--- config.mk ---
export PLATFORM = sky130hd
export DESIGN_NAME = uart_rx_core
export DESIGN_NICKNAME = d
export VERILOG_FILES = /design/src/rtl/uart_pkg.sv /design/src/rtl/uart_baud_tick.sv /design/src/rtl/uart_rx_core.sv
export SDC_FILE = /design/constraint.sdc
export NUM_CORES = 1
export LEC_CHECK = 0
export ABC_AREA = 1
export CORE_MARGIN = 1.5
export CORE_UTILIZATION = 45
export CTS_CLUSTER_DIAMETER = 80
export CTS_CLUSTER_SIZE = 10
export DETAILED_ROUTE_END_ITERATION = 16
export MAX_ROUTING_LAYER = met4
export PLACE_DENSITY = 0.71
export SYNTH_ARGS = -nofsm -noshare
export SYNTH_HDL_FRONTEND = slang
export SYNTH_SLANG_ARGS = --single-unit
--- constraint.sdc ---
create_clock -name sys_clk -period 2.4 [get_ports sys_clk]
set_input_delay 0.24 -clock sys_clk [delete_from_list [all_inputs] [get_ports sys_clk]]
set_output_delay 0.24 -clock sys_clk [all_outputs]
set_load 0.01 [all_outputs]
--- src/rtl/uart_pkg.sv ---
// uart_pkg: shared definitions for the UART receive path.
//   - parity mode encodings (PAR_NONE / PAR_EVEN / PAR_ODD)
//   - receiver FSM state type
//   - oversampling ratio and the baud divisor helper
package uart_pkg;

  localparam int unsigned PAR_NONE = 0;
  localparam int unsigned PAR_EVEN = 1;
  localparam int unsigned PAR_ODD  = 2;

  localparam int unsigned OVERSAMPLE = 16;

  typedef enum logic [2:0] {
    StIdle,
    StStart,
    StData,
    StParity,
    StStop,
    StBreak
  } rx_state_e;

  // System clocks per oversample tick, never below 1.
  function automatic int unsigned baud_div(input int unsigned clk_hz, input int unsigned baud);
    int unsigned d;
    d = clk_hz / (baud * OVERSAMPLE);
    return (d == 0) ? 1 : d;
  endfunction

endpackage

--- src/rtl/uart_baud_tick.sv ---
// uart_baud_tick: oversample tick generator.
// Ports:
//   i_clk     - system clock
//   i_rst     - synchronous active-high reset
//   i_restart - hold the divisor at 0 and suppress ticks while high
//   o_tick    - one-cycle pulse every DIV cycles while not restarting
module uart_baud_tick #(
  parameter int unsigned DIV = 1
) (
  input  logic i_clk,
  input  logic i_rst,
  input  logic i_restart,
  output logic o_tick
);

  localparam int unsigned CW = (DIV > 1) ? $clog2(DIV) : 1;

  logic [CW-1:0] r_cnt;
  logic          w_wrap;

  assign w_wrap = (r_cnt == CW'(DIV - 1));
  // Restart is held for the whole idle period, so the first tick after
  // leaving idle lands exactly DIV cycles later.
  assign o_tick = w_wrap && !i_restart;

  always_ff @(posedge i_clk) begin
    if (i_rst || i_restart) begin
      r_cnt <= '0;
    end else if (w_wrap) begin
      r_cnt <= '0;
    end else begin
      r_cnt <= r_cnt + 1'b1;
    end
  end

endmodule

--- src/rtl/uart_rx_core.sv ---
// uart_rx_core: parametrised UART receiver, 16x oversampling with 3-sample
// majority vote at ticks 7/8/9 of every bit.
// Ports:
//   sys_clk, rst          - clock, synchronous active-high reset
//   rxd                   - asynchronous serial input, idle high
//   rx_data/rx_valid      - received frame, held until rx_ready accepts it
//   rx_ready              - consumer accept
//   parity_err, frame_err - status of the held frame
//   overrun               - one-cycle pulse when a completed frame is dropped
//   busy                  - receiver not idle
//   break_det             - one-cycle pulse on an all-zero frame; exists only
//                           when UART_RX_BREAK_DET_EN is defined
module uart_rx_core
  import uart_pkg::*;
#(
  parameter int unsigned CLK_FREQ_HZ = 50_000_000,
  parameter int unsigned BAUD        = 115200,
  parameter int unsigned DATA_BITS   = 8,
  parameter int unsigned PARITY      = 0,
  parameter int unsigned STOP_BITS   = 1
) (
  input  logic                 sys_clk,
  input  logic                 rst,
  input  logic                 rxd,
  output logic [DATA_BITS-1:0] rx_data,
  output logic                 rx_valid,
  input  logic                 rx_ready,
  output logic                 parity_err,
  output logic                 frame_err,
  output logic                 overrun,
`ifdef UART_RX_BREAK_DET_EN
  output logic                 break_det,
`endif
  output logic                 busy
);

  localparam int unsigned DIV       = baud_div(CLK_FREQ_HZ, BAUD);
  localparam logic [3:0]  LAST_DATA = 4'(DATA_BITS - 1);
  localparam logic [3:0]  LAST_STOP = 4'(STOP_BITS - 1);

  // Synchroniser and edge detect
  logic r_sync1, r_sync2, r_line_prev;
  logic w_fall;

  // Sequencing
  rx_state_e r_state, w_state_d;
  logic       w_tick;
  logic [3:0] r_tick_cnt;
  logic [3:0] r_bit_cnt;
  logic       w_mid;
  logic       w_end;

  // Sampling
  logic r_s7, r_s8;
  logic w_maj;

  // Frame under reception
  logic [DATA_BITS-1:0] r_shift;
  logic                 r_par_err;
  logic                 r_frm_err;
  logic                 w_par_x;
  logic                 w_commit;

  // Output stage
  logic [DATA_BITS-1:0] r_rx_data;
  logic                 r_rx_valid;
  logic                 r_parity_err;
  logic                 r_frame_err;
  logic                 r_overrun;

`ifdef UART_RX_BREAK_DET_EN
  logic r_all_zero;
  logic r_break_det;
  logic w_break;
`endif

  uart_baud_tick #(
    .DIV(DIV)
  ) u_baud_tick (
    .i_clk    (sys_clk),
    .i_rst    (rst),
    .i_restart(r_state == StIdle),
    .o_tick   (w_tick)
  );

  assign w_fall = r_line_prev && !r_sync2;
  assign w_mid  = w_tick && (r_tick_cnt == 4'd9);
  assign w_end  = w_tick && (r_tick_cnt == 4'd15);
  // Third vote is the live line at tick 9, so the decision is ready on that tick.
  assign w_maj  = (r_s7 & r_s8) | (r_s7 & r_sync2) | (r_s8 & r_sync2);
  assign w_par_x = (^r_shift) ^ w_maj;

  //--------------------------------------------------------------------------
  // FSM
  //--------------------------------------------------------------------------
  always_ff @(posedge sys_clk) begin
    if (rst) begin
      r_state <= StIdle;
    end else begin
      r_state <= w_state_d;
    end
  end

  always_comb begin
    w_state_d = r_state;
    w_commit  = 1'b0;
`ifdef UART_RX_BREAK_DET_EN
    w_break   = 1'b0;
`endif
    case (r_state)
      StIdle: begin
        if (w_fall) w_state_d = StStart;
      end
      StStart: begin
        if (w_mid && w_maj) begin
          w_state_d = StIdle;          // false start
        end else if (w_end) begin
          w_state_d = StData;
        end
      end
      StData: begin
        if (w_end && (r_bit_cnt == LAST_DATA)) begin
          w_state_d = (PARITY != PAR_NONE) ? StParity : StStop;
        end
      end
      StParity: begin
        if (w_end) w_state_d = StStop;
      end
      StStop: begin
        // Finish at the tick-9 sample of the last stop bit to allow early resync.
        if (w_mid && (r_bit_cnt == LAST_STOP)) begin
`ifdef UART_RX_BREAK_DET_EN
          if (r_all_zero && !w_maj) begin
            w_break   = 1'b1;
            w_state_d = StBreak;
          end else begin
            w_commit  = 1'b1;
            w_state_d = StIdle;
          end
`else
          w_commit  = 1'b1;
          w_state_d = StIdle;
`endif
        end
      end
`ifdef UART_RX_BREAK_DET_EN
      StBreak: begin
        if (r_sync2) w_state_d = StIdle;
      end
`endif
      default: w_state_d = StIdle;
    endcase
  end

  //--------------------------------------------------------------------------
  // Synchroniser, counters and samples
  //--------------------------------------------------------------------------
  always_ff @(posedge sys_clk) begin
    if (rst) begin
      r_sync1     <= 1'b1;
      r_sync2     <= 1'b1;
      r_line_prev <= 1'b1;
      r_tick_cnt  <= '0;
      r_bit_cnt   <= '0;
      r_s7        <= 1'b0;
      r_s8        <= 1'b0;
    end else begin
      r_sync1     <= rxd;
      r_sync2     <= r_sync1;
      r_line_prev <= r_sync2;

      if (r_state == StIdle) begin
        r_tick_cnt <= '0;
      end else if (w_tick) begin
        r_tick_cnt <= r_tick_cnt + 4'd1;
      end

      // Bit index is per state; it only advances within DATA and STOP.
      if (r_state != w_state_d) begin
        r_bit_cnt <= '0;
      end else if (w_end) begin
        r_bit_cnt <= r_bit_cnt + 4'd1;
      end

      if (w_tick && (r_tick_cnt == 4'd7)) r_s7 <= r_sync2;
      if (w_tick && (r_tick_cnt == 4'd8)) r_s8 <= r_sync2;
    end
  end

  //--------------------------------------------------------------------------
  // Frame datapath
  //--------------------------------------------------------------------------
  always_ff @(posedge sys_clk) begin
    if (rst) begin
      r_shift   <= '0;
      r_par_err <= 1'b0;
      r_frm_err <= 1'b0;
    end else begin
      if (r_state == StIdle) begin
        r_par_err <= 1'b0;
        r_frm_err <= 1'b0;
      end else if (w_mid) begin
        case (r_state)
          StData:   r_shift <= {w_maj, r_shift[DATA_BITS-1:1]};
          StParity: r_par_err <= (PARITY == PAR_ODD) ? !w_par_x : w_par_x;
          StStop:   if (!w_maj) r_frm_err <= 1'b1;
          default:  ;
        endcase
      end
    end
  end

`ifdef UART_RX_BREAK_DET_EN
  always_ff @(posedge sys_clk) begin
    if (rst) begin
      r_all_zero  <= 1'b0;
      r_break_det <= 1'b0;
    end else begin
      r_break_det <= w_break;
      if (r_state == StIdle) begin
        r_all_zero <= 1'b1;
      end else if (w_mid && (r_state inside {StData, StParity, StStop})) begin
        r_all_zero <= r_all_zero & !w_maj;
      end
    end
  end

  assign break_det = r_break_det;
`endif

  //--------------------------------------------------------------------------
  // Output stage
  //--------------------------------------------------------------------------
  always_ff @(posedge sys_clk) begin
    if (rst) begin
      r_rx_data    <= '0;
      r_rx_valid   <= 1'b0;
      r_parity_err <= 1'b0;
      r_frame_err  <= 1'b0;
      r_overrun    <= 1'b0;
    end else begin
      r_overrun <= 1'b0;
      if (w_commit) begin
        if (!r_rx_valid || rx_ready) begin
          r_rx_data    <= r_shift;
          r_parity_err <= r_par_err;
          // Final stop sample is not yet folded into r_frm_err.
          r_frame_err  <= r_frm_err | !w_maj;
          r_rx_valid   <= 1'b1;
        end else begin
          r_overrun <= 1'b1;
        end
      end else if (r_rx_valid && rx_ready) begin
        r_rx_valid <= 1'b0;
      end
    end
  end

  assign rx_data    = r_rx_data;
  assign rx_valid   = r_rx_valid;
  assign parity_err = r_parity_err;
  assign frame_err  = r_frame_err;
  assign overrun    = r_overrun;
  assign busy       = (r_state != StIdle);

endmodule

# Word level (Yosys, flattened, before mapping)
# Cells that the tools add are included.
[word_totals] register_bits=43 in_bits=4 word_cells=85
[classes] n_reduce_logical=30 muxes=13 bitwise_logic=10 addsub=3 n_eq_ne=12
[ops] cell="2-to-1 mux 3 bit" n=6
[ops] cell="one-hot mux 3 bit (5 select lines)" n=1
[ops] cell="equality test 4 bit, second input constant" n=3
[ops] cell="logical AND 1 bit" n=10
[ops] cell="adder 4 x 1 -> 4 bit, second input constant" n=2
[ops] cell="equality test 4 x 3 -> 1 bit, second input constant" n=2
[ops] cell="OR reduction 2 bit" n=4
[ops] cell="parity 8 bit" n=1
[ops] cell="equality test 3 x 2 -> 1 bit, second input constant" n=2
[ops] cell="2-to-1 mux 1 bit" n=6
[ops] cell="AND reduction 2 bit" n=3
[ops] cell="AND reduction 3 bit" n=2
[ops] cell="adder 5 x 1 -> 5 bit, second input constant" n=1
[ops] cell="equality test 5 bit, second input constant" n=1
[ops] cell="zero test 1 bit" n=4
[ops] cell="zero test 4 bit" n=1
[ops] cell="bitwise AND 1 bit" n=3
[ops] cell="equality test 3 x 1 -> 1 bit, second input constant" n=1
[ops] cell="equality test 3 bit, second input constant" n=1
[ops] cell="zero test 3 bit" n=1
[ops] cell="!= test 3 bit" n=1
[ops] cell="inverter 1 bit" n=3
[ops] cell="OR 1 bit" n=3
[ops] cell="nonzero test 3 bit" n=1
[ops] cell="4 further kinds" n=5

# Longest topological paths before layout
[depth] word_depth=9 depth_mapped=14

# Modules after synthesis
# From an unflattened synthesis, not the netlist that was laid out.
[unflattened] cells_unflattened=271 hier_area_um2=2018.2
[modules_own_cells] mod="uart_rx_core" seq_area_each_um2=760.7 instances=1 area_per_inst_um2=1783.0 cells_each=240
[modules_own_cells] mod="uart_baud_tick" seq_area_each_um2=100.1 instances=1 area_per_inst_um2=235.2 cells_each=31

# Least setup slack after synthesis
# Ideal clock, no wire load.
[synth_timing] kind="register to register" from="reg u_baud_tick.r_cnt[0]" to="reg r_bit_cnt[3]" synth_period_minus_slack_ps=1475 setup_time_ps=116 slack_ps=925 stages_incl_launch_ff=12 t_arrival_ps=1359 cell_sequence="dfxtp_1 -> inv_1 -> ha_1 -> nand2_1 -> nor2_8 -> nand3_4 -> nor2_4 -> nand3_1 -> nand3_1 -> nand2_1 -> nand3_2 -> nor2_1"
[synth_via] elab_chain_cells=8
[synth_rtl] element="start, declared" line="uart_baud_tick.sv:18" text="logic [CW-1:0] r_cnt;"
[synth_rtl] element="start signal, assigned" line="uart_baud_tick.sv:32" text="r_cnt <= r_cnt + 1'b1;"
[synth_rtl] element="equality test 5 bit *" line="uart_baud_tick.sv:21" text="assign w_wrap = (r_cnt == CW'(DIV - 1));"
[synth_rtl] element="logical AND 1 bit *" line="uart_baud_tick.sv:24" text="assign o_tick = w_wrap && !i_restart;"
[synth_rtl] element="logical AND 1 bit (on tied branches)" line="uart_rx_core.sv:88, uart_rx_core.sv:87"
[synth_rtl] element="2-to-1 mux 3 bit (tied with other cells)" line="uart_rx_core.sv:117" text="end else if (w_end) begin"
[synth_rtl] element="2-to-1 mux 3 bit (on tied branches)" line="uart_rx_core.sv:115, uart_rx_core.sv:122, uart_rx_core.sv:131"
[synth_rtl] element="one-hot mux 3 bit (5 select lines)" line="uart_rx_core.sv:110" text="case (r_state)"
[synth_rtl] element="!= test 3 bit" line="uart_rx_core.sv:179" text="if (r_state != w_state_d) begin"
[synth_rtl] element="OR reduction 2 bit (no line)"
[synth_rtl] element="end signal, assigned" line="uart_rx_core.sv:182" text="r_bit_cnt <= r_bit_cnt + 4'd1;"
[synth_rtl] element="end, declared" line="uart_rx_core.sv:49" text="logic [3:0] r_bit_cnt;"
# Every way passes the cells marked *; elsewhere a longest branch is shown, timed or not.
# A chain may end at the register's enable or synchronous reset.

# Worst setup path after layout
[layout_timing] from="reg r_state[0]" to="out busy"
[layout_via] elab_chain_cells=1
[layout_rtl] element="start, declared" line="uart_rx_core.sv:46" text="rx_state_e r_state, w_state_d;"
[layout_rtl] element="start signal, assigned" line="uart_rx_core.sv:98" text="r_state <= StIdle;"
[layout_rtl] element="start signal, assigned" line="uart_rx_core.sv:100" text="r_state <= w_state_d;"
[layout_rtl] element="nonzero test 3 bit" line="uart_rx_core.sv:264" text="assign busy = (r_state != StIdle);"
[layout_rtl] element="end, declared" line="uart_rx_core.sv:34" text="output logic busy"
# Every way passes these cells.

==> results.toml <==
[critical_path]
r2r_cells = 9
r2r_start = "r_tick_cnt[1]$_SDFFE_PP0P_"
worstPathArrival_ns = 1.52
reg2reg_slack_ns = 0.73
crit_path_end_kind = "output port"
cp-start-kind = "flop"
r2r_end = "rx_data[1]$_SDFFE_PP0P_"
crit_path_max_fanout = 6
required_ns = 2.16
path_class = "reg2out"

[pwr]
p_int_uw = 1150
ir_drop_mv = 0.295
cellLeakagePower_uw = 0.00105
p_sw_uw = 272
sw_frac_of_total_pct = 19.1
p_clk_share_pct = 46.5
seq_power_share_pct = 50.7
combPwrFrac_pct = 2.8
powerDensity_nw_per_um2 = 583

[layout]
diodes = 0
nNetsFinal = 299
drive_gt1_share_pct = 13.5
final_common_cell = "dfxtp_1"
syn2layout_area_growth_pct = 16.3
layout_common_cells = "dfxtp_1, inv_1, nand2_1"

[yosys]
syn_inst = 268
netlist_top_cells_area = "dfxtp_1, inv_1, nand2_1, nor2_1, a21oi_1"
ys_seq_elements = 43
synth_cell_type_count = 38
synth.largest_area_cell = "dfxtp_1"
syn_area_um2 = 2090
synth_area_per_cell_um2 = 7.81
synth.yosys.seq_area_share_pct = 41.1
syn_nets = 279
yosys_warnings = 0
synth_top_cell_area_share_pct = 41.1

[place]
gp_congestion = 0.835
dp_hpwl_um = 2690
numPortBuffers = 16
post-place-ws_ns = 0.731

[timing]
clock_skew_ns = 0.00691
worstMarginPinSlew_ns = 0.573
rsz0062_at_grt = "no"
finalHoldViolCount = 0
fin_ws_ns = 0.636
clock.fmax_ghz = 0.567
slew_viol_final = 0
maxSlewHeadroom_pct = 61.8
finalCritPeriodShare_pct = 73.5
finalCriticalPeriod_ns = 1.76
setup_viol = 0
tns_ns = 0

[clock_tree]
cts_sinks = 43
ctsHoldBuffers = 0
cts_root_buffer = "clkbuf_8"
numCtsBuffers = 5
cts_setup_buffers = 0
post_cts_resized = 0
cts_tree = "built"
cts.clk_slew.worst_paths_ns = 0.08
clock_latency_ns = 0.29
cts_buffer_depth = 2
cts.htree.levels = 2

[global_route]
grt_pass1_wl_um = 6470
track_usage_pct = 16.2
grt_max_degree = 22
grt_pass1_vias = 1463
overflow = 0
antenna_found_initial = 0

[min_path]
whs_path_depth = 1
min_to = "r_sync2$_SDFF_PP1_"
worstHoldPathType = "reg2reg"
worstHoldStart = "r_sync1$_SDFF_PP1_"

[routing]
dr_total_vias = 1679
routed_wl_um = 3640
drc = 0
ant_nets = 0
dr.pass1.iters = 4
wire_per_inst_um = 10.7
drt-initial-drc-count = 111
vias_per_cell = 4.92

[floorplanning]
initial_core_util_pct = 47.4
die-height_um = 71.2
placementRows = 24
io-pin-count = 17
die_x_um = 71.2
die_area_um2 = 5070
core_um2 = 4410

[outcome]
outcome = "complete, no violations"

[flow_run]
maxCapViolCount = 0
==> worst max-delay path by stage <==
stage | from | endpoint
finish | r_state[0]$_SDFF_PP0_ | busy
CTS | r_state[0]$_SDFF_PP0_ | busy
global placement | r_tick_cnt[1]$_SDFFE_PP0P_ | rx_data[4]$_SDFFE_PP0P_
floorplan | u_baud_tick.r_cnt[0]$_SDFF_PP0_ | r_bit_cnt[3]$_SDFFE_PP0P_
detailed placement | r_tick_cnt[1]$_SDFFE_PP0P_ | rx_data[1]$_SDFFE_PP0P_
global route | r_tick_cnt[1]$_SDFFE_PP0P_ | rx_data[0]$_SDFFE_PP0P_
==> cells by family (layout without fill, tap and decap cells) <==
kind of cell	after synthesis	count (layout)	share of synthesized area [%]
AND/OR/NAND/NOR	104	104	27.5
buffers and inverters	56	77	10.6
AO/OA/AOI/OAI	47	47	12.0
flip-flops	43	43	41.1
XOR/XNOR	11	11	4.61
adder cells (fa/ha/maj)	7	7	4.19
==> cell usage after synthesis, drive strengths merged <==
library cell,instances
clkinv,1
o2111ai,1
nor3b,1
a31oi,1
or2,3
ha,7
nor2,37
buf,3
nor4,1
nand2b,1
inv,51
nor3,5
a211oi,1
nand2,37
o211ai,1
clkbuf,1
xnor2,5
xor2,6
o21ai,24
nand4,3
a21oi,19
nand3,16
dfxtp,43
==> per-layer routing <==
layer	vias to the layer above	part of all wire, %	wire length [µm]	GRT usage, %
met5	-	0	0	-
met4	0	1.4	50	5.66
met3	6	4.0	147	4.99
met2	26	44	1610	22.9
met1	761	50	1830	21.9
li1	886	-	-	-
==> sequential cells by signal (all words and copies together) (netlist names) <==
| register | flops |
|---|---|
| r_shift | 8 |
| rx_data | 8 |
| u_baud_tick.r_cnt | 5 |
| r_bit_cnt | 4 |
| r_tick_cnt | 4 |
| r_state | 3 |
| frame_err | 1 |
| overrun | 1 |
| parity_err | 1 |
| r_frm_err | 1 |
| r_line_prev | 1 |
| r_par_err | 1 |
| r_s7 | 1 |
| r_s8 | 1 |
| r_sync1 | 1 |
| r_sync2 | 1 |
| rx_valid | 1 |
==> critical path: stages (launching register included) <==
cell and delay, ns:
dfxtp_1 0.47, nor2_2 0.09, nand2_4 0.12, clkdlybuf4s50_1 0.55
==> stage by stage <==
step	std cells	cell area (µm²)	total power (µW)	utilization (%)	hold slack [ns]
after floorplan	268	2090	762	-	0.344
after detailed placement	333	2300	777	52.1	0.399
after CTS	341	2430	1440	55.1	0.419
after global placement	333	2300	776	52.1	0.391
final	341	2430	1420	55.1	0.416
after global routing	341	2430	1470	55.1	0.446
==> power by group through the flow <==
| stage | Combinational (µW) | Clock [µW] | Sequential [µW] |
|---|---|---|---|
| after global routing | 45.2 | 702 | 721 |
| after detailed placement | 39.9 | 0 | 737 |
| after CTS | 40.1 | 676 | 720 |
| final | 40.0 | 659 | 720 |
| after floorplan | 26.8 | 0 | 736 |
| after global placement | 39.5 | 0 | 736 |
==> layout make-up <==
class | count | area, µm²
timing repair buffer | 17 | 168
multi-input combinational | 169 | 1010
fill | 406 | 1980
clock inverter | 2 | 60.1
sequential | 43 | 861
inverter | 52 | 198
tap | 52 | 65.1
clock buffer | 6 | 72.6
Power figures use the tool's default switching activity.
